--- config.mk ---
export PLATFORM = sky130hd
export DESIGN_NAME = neuron_input_serializer
export DESIGN_NICKNAME = d
export VERILOG_FILES = /design/src/rtl/neuron_input_serializer_pkg.sv /design/src/rtl/neuron_input_serializer.sv
export SDC_FILE = /design/constraint.sdc
export NUM_CORES = 1
export LEC_CHECK = 0
export ABC_AREA = 1
export ABC_CLOCK_PERIOD_IN_PS = 1200
export BUFFER_PORTS_ARGS = -buffer_cell sky130_fd_sc_hd__buf_2
export CAP_MARGIN = 20
export CORE_MARGIN = 2
export CORE_UTILIZATION = 44
export DETAILED_ROUTE_END_ITERATION = 10
export PLACE_DENSITY = 0.83
export REMOVE_ABC_BUFFERS = 1
export SETUP_SLACK_MARGIN = 0.4
export SKIP_LAST_GASP = 1
export SYNTH_ARGS = -nofsm -noshare
export SYNTH_HDL_FRONTEND = slang
export SYNTH_SLANG_ARGS = --single-unit
--- constraint.sdc ---
create_clock -name clk -period 1.2 [get_ports clk]
set_input_delay 0.24 -clock clk [delete_from_list [all_inputs] [get_ports clk]]
set_output_delay 0.24 -clock clk [all_outputs]
set_load 0.1 [all_outputs]
--- src/rtl/neuron_input_serializer_pkg.sv ---
// Shared definitions for the neuron input port: byte width and serializer FSM states.
package neuron_input_serializer_pkg;

    localparam int NRN_BYTE_W = 8;

    typedef enum logic [1:0] {
        IDLE  = 2'd0,
        SEND  = 2'd1,
        PULSE = 2'd2
    } state_e;

endpackage

--- src/rtl/neuron_input_serializer.sv ---
// Splits whole input vectors into MSB-first byte beats for the neuron's 8-bit input,
// following each weight word with a one-cycle active-low neuron reset.
module neuron_input_serializer
    import neuron_input_serializer_pkg::*;
#(
    parameter int VEC_W = 32
) (
    input  logic                  clk,
    input  logic                  reset,
    input  logic                  s_valid,
    output logic                  s_ready,
    input  logic [VEC_W-1:0]      s_data,
    input  logic                  s_is_weight,
    output logic [NRN_BYTE_W-1:0] nrn_byte,
    output logic                  nrn_rst_n,
    output logic                  frame_done,
    output logic                  busy
);

    localparam int N_BEATS = VEC_W / NRN_BYTE_W;
    localparam int BEAT_W  = (N_BEATS > 1) ? $clog2(N_BEATS) : 1;
    localparam logic [BEAT_W-1:0] LAST_BEAT = BEAT_W'(N_BEATS - 1);
    localparam logic ONE_BEAT = (N_BEATS == 1);

    state_e                  state_q;
    logic [BEAT_W-1:0]       beat_q;
    logic [BEAT_W-1:0]       beat_d;
    logic [VEC_W-1:0]        sreg_q;
    logic                    is_w_q;
    logic [NRN_BYTE_W-1:0]   nrn_byte_q;
    logic                    nrn_rst_n_q;
    logic                    s_ready_q;
    logic                    frame_done_q;
    logic                    busy_q;
    logic                    accept;

    assign accept = s_valid && s_ready_q;
    assign beat_d = beat_q + BEAT_W'(1);

    // s_ready_q is only ever set for IDLE or a spike frame's last beat, so an accept
    // takes priority over the per-state transitions below.
    always_ff @(posedge clk) begin
        if (reset) begin
            state_q      <= IDLE;
            beat_q       <= '0;
            sreg_q       <= '0;
            is_w_q       <= 1'b0;
            nrn_byte_q   <= '0;
            nrn_rst_n_q  <= 1'b0;
            s_ready_q    <= 1'b0;
            frame_done_q <= 1'b0;
            busy_q       <= 1'b0;
        end else begin
            nrn_rst_n_q  <= 1'b1;
            frame_done_q <= 1'b0;
            if (accept) begin
                state_q      <= SEND;
                beat_q       <= '0;
                sreg_q       <= s_data << NRN_BYTE_W;
                is_w_q       <= s_is_weight;
                nrn_byte_q   <= s_data[VEC_W-1 -: NRN_BYTE_W];
                frame_done_q <= ONE_BEAT;
                s_ready_q    <= ONE_BEAT && !s_is_weight;
                busy_q       <= 1'b1;
            end else begin
                case (state_q)
                    SEND: begin
                        if (beat_q != LAST_BEAT) begin
                            beat_q       <= beat_d;
                            sreg_q       <= sreg_q << NRN_BYTE_W;
                            nrn_byte_q   <= sreg_q[VEC_W-1 -: NRN_BYTE_W];
                            frame_done_q <= (beat_d == LAST_BEAT);
                            s_ready_q    <= (beat_d == LAST_BEAT) && !is_w_q;
                            busy_q       <= 1'b1;
                        end else if (is_w_q) begin
                            state_q     <= PULSE;
                            nrn_byte_q  <= '0;
                            nrn_rst_n_q <= 1'b0;
                            s_ready_q   <= 1'b0;
                            busy_q      <= 1'b1;
                        end else begin
                            state_q    <= IDLE;
                            nrn_byte_q <= '0;
                            s_ready_q  <= 1'b1;
                            busy_q     <= 1'b0;
                        end
                    end
                    default: begin
                        state_q    <= IDLE;
                        nrn_byte_q <= '0;
                        s_ready_q  <= 1'b1;
                        busy_q     <= 1'b0;
                    end
                endcase
            end
        end
    end

    assign nrn_byte   = nrn_byte_q;
    assign nrn_rst_n  = nrn_rst_n_q;
    assign s_ready    = s_ready_q;
    assign frame_done = frame_done_q;
    assign busy       = busy_q;

endmodule

==> flow_metrics.py <==
metrics = {
    "sta": {
        "finClkSkew_ps": 5.33,
        "tns_ps": 0,
        "rsz0062_at_grt": "true",
        "fmax_mhz": 841,
        "slew_headroom_pct": 78.1,
        "tightest_slew_ps": 328,
        "setup_viol": 0,
        "finalCritPeriodShare_pct": 99.1,
        "finalCriticalPeriod_ps": 1190,
        "drv_slew": 0,
        "hold_violations": 0,
    },
    "final_layout": {
        "layout.nets": 348,
        "fin_util_pct": 70.1,
        "nFillCells": 282,
        "design_area_sq_um": 2620,
        "area_growth_pct": 48.9,
        "diodes": 0,
        "drive_gt1_share_pct": 41.4,
        "final-seq-area_sq_um": 841,
        "multi_input_area_sq_um": 916,
    },
    "pwr": {
        "peakVddDrop_mv": 0.855,
        "leakage_nw": 1.23,
        "power.total_w": 0.00321,
        "p_per_area_nw_per_um2": 1220,
    },
    "cts": {
        "htree_levels": 2,
        "cts-buffers-inserted": 5,
        "clock_latency_ps": 300,
        "clk_pin_slew_ps": 80,
        "cts_tree": "built",
        "clkSinkCount": 41,
        "cts_buffer_depth": 2,
        "cts-root-buf": "clkbuf_8",
    },
    "synth": {
        "synth_cell_types": 20,
        "synth.most_common_cell": "nand2_1",
        "async_flop_share_pct": 0,
        "synth-main-ff-cell": "dfxtp_1",
        "yosysWarnings": 0,
        "yosys_register_bits": 41,
        "synth_seq_area_share_pct": 46.6,
        "synthCells": 245,
        "synth_top_area_share_pct": 46.6,
        "synthesis.area_sq_um": 1760,
        "synthTopCellsByCount": "nand2_1, dfxtp_1, nand3_1",
        "syn_avg_cell_area_sq_um": 7.19,
        "synth_top_cell_by_area": "dfxtp_1",
        "synth_area_leaders": "dfxtp_1, nand2_1, nand3_1",
        "synth_edf_count": 0,
    },
    "route": {
        "viasPerCell": 5.11,
        "dr.first_iter.drc_count": 102,
        "drt-total-wl_mm": 5.04,
        "ant_nets": 0,
        "drc_errors": 0,
        "vias": 1826,
        "firstDrtPassIters": 5,
        "wire_per_inst_um": 14.1,
    },
    "die": {
        "start_util_pct": 47.1,
        "num_rows": 22,
        "chipWidth_um": 67.3,
        "dieHeight_um": 67.3,
        "io_pins": 48,
        "die_area_sq_um": 4530,
        "core-area_sq_um": 3740,
    },
    "min_path": {
        "hp-class": "in -> reg",
        "min_to": "nrn_byte[2]$_SDFF_PP0_",
        "min_path_cells": 3,
        "hold_path.startpoint": "s_data[26]",
    },
    "critical_path": {
        "reg2reg_depth": 7,
        "start_kind": "flip-flop",
        "r2r-end": "sreg_q[31]$_SDFFE_PP0P_",
        "worstPathMaxFanout": 2,
        "crit_arrival_ps": 950,
        "critical_path_class": "reg -> out",
        "crit_required_ps": 960,
        "cp-end-kind": "output pin",
        "r2r_setup_slack_ps": 20,
        "reg2reg_from": "beat_q[0]$_SDFFE_PP0P_",
        "crit_start": "s_ready$_SDFF_PP0_",
    },
    "placement": {
        "place.gp.congestion": 0.905,
        "port_buffers": 47,
        "place_area_sq_um": 2260,
        "hpwlAfterDp_mm": 3.05,
    },
    "grt": {
        "grt_max_degree": 17,
        "antenna_found_initial": 0,
        "grt_pass1_wl_mm": 7.47,
        "grt_overflow_total": 0,
        "first_global_vias": 1661,
        "grt_util_all_layers_pct": 22.8,
    },
    "outcome": {
        "outcome": "finished clean",
    },
    "flow_run": {
        "maxCapViolations": 0,
    },
}
-- report_power, final --
part	switching (W)	internal, W	total, W	leakage [nW]
Sequential	0.0000416	0.00142	0.00146	0.340
Combinational	0.000405	0.000273	0.000678	0.836
Clock	0.000467	0.000604	0.00107	0.0540
Total	0.000914	0.00230	0.00321	1.23
-- cells by family after synthesis --
family	after synthesis	share of synthesized area [%]
buffers and inverters	32	9.30
AND/OR/NAND/NOR	140	33.7
flip-flops	41	46.6
AO/OA/AOI/OAI	29	8.24
adder cells (fa/ha/maj)	3	2.13
-- sequential cells by signal, indices dropped and copies added (netlist names) --
signal      cells
sreg_q         24
is_w_q          1
busy            1
nrn_byte        8
frame_done      1
nrn_rst_n       1
state_q         2
s_ready         1
beat_q          2
-- critical path, cell delays in order (launching register included) --
cell	delay (ps)
dfxtp_4	370
buf_6	110
buf_12	160
-- worst max-delay path by stage --
stage,to,slack (ps),depth (start not counted)
floorplan,sreg_q[16]$_SDFFE_PP0P_,-1230,4
global placement,frame_done$_SDFF_PP0_,50,7
detailed placement,sreg_q[23]$_SDFFE_PP0P_,-50,7
CTS,sreg_q[17]$_SDFFE_PP0P_,20,8
global route,sreg_q[25]$_SDFFE_PP0P_,-30,7
finish,s_ready,10,2
-- timing repair --
item / in CTS / in global routing
endpoints found under the setup margin: 53 / 53
pin swaps: 9 / 11
endpoints found under the hold margin: 0 / 0
hold buffers: 0 / 0
setup buffers: 4 / 2
gates resized for setup: 46 / 27
cloned: 2 / 0
-- metal layers --
layer	up-vias	part of all wire (%)	global-route usage [%]
met1	812	37	25.7
met2	87	53	40.7
met3	18	6.6	3.50
li1	909	-	-
met4	0	3.3	13.3
met5	-	0	0
-- cell type report --
type                       instances  share of cell area, %
tap                               48                   2.29
clock buffer                       5                   2.62
multi-input combinational        172                   34.9
timing repair buffer              72                   24.3
inverter                          17                   2.53
sequential                        41                   32.0
clock inverter                     2                   1.34
-- layout by cell type (no fill, tap or decap), types with 2 or more instances in the layout --
cell type	Yosys	routed
nand2_1	95	85
nand3_1	35	35
buf_2	8	35
dfxtp_1	41	27
buf_4	3	16
dfxtp_2	0	13
buf_12	0	12
inv_1	15	11
buf_6	3	9
a21oi_2	0	8
a21oi_1	17	8
o21ai_1	4	8
nand2_2	1	7
inv_2	2	5
clkbuf_8	0	5
nand2_4	0	4
o21ai_2	0	4
nor2_1	3	3
nor2_4	1	2
nand4_1	2	2
ha_4	0	2
-- through the flow --
stage / setup WS, ps / hold slack [ps] / instances
after floorplan: -1230 / 309 / 230
after global placement: 45.1 / 437 / 342
after detailed placement: -47.6 / 438 / 342
after CTS: 18.9 / 127 / 355
after global routing: -31.2 / 125 / 357
final: 10.4 / 127 / 357
Power figures use the tool's default switching activity.
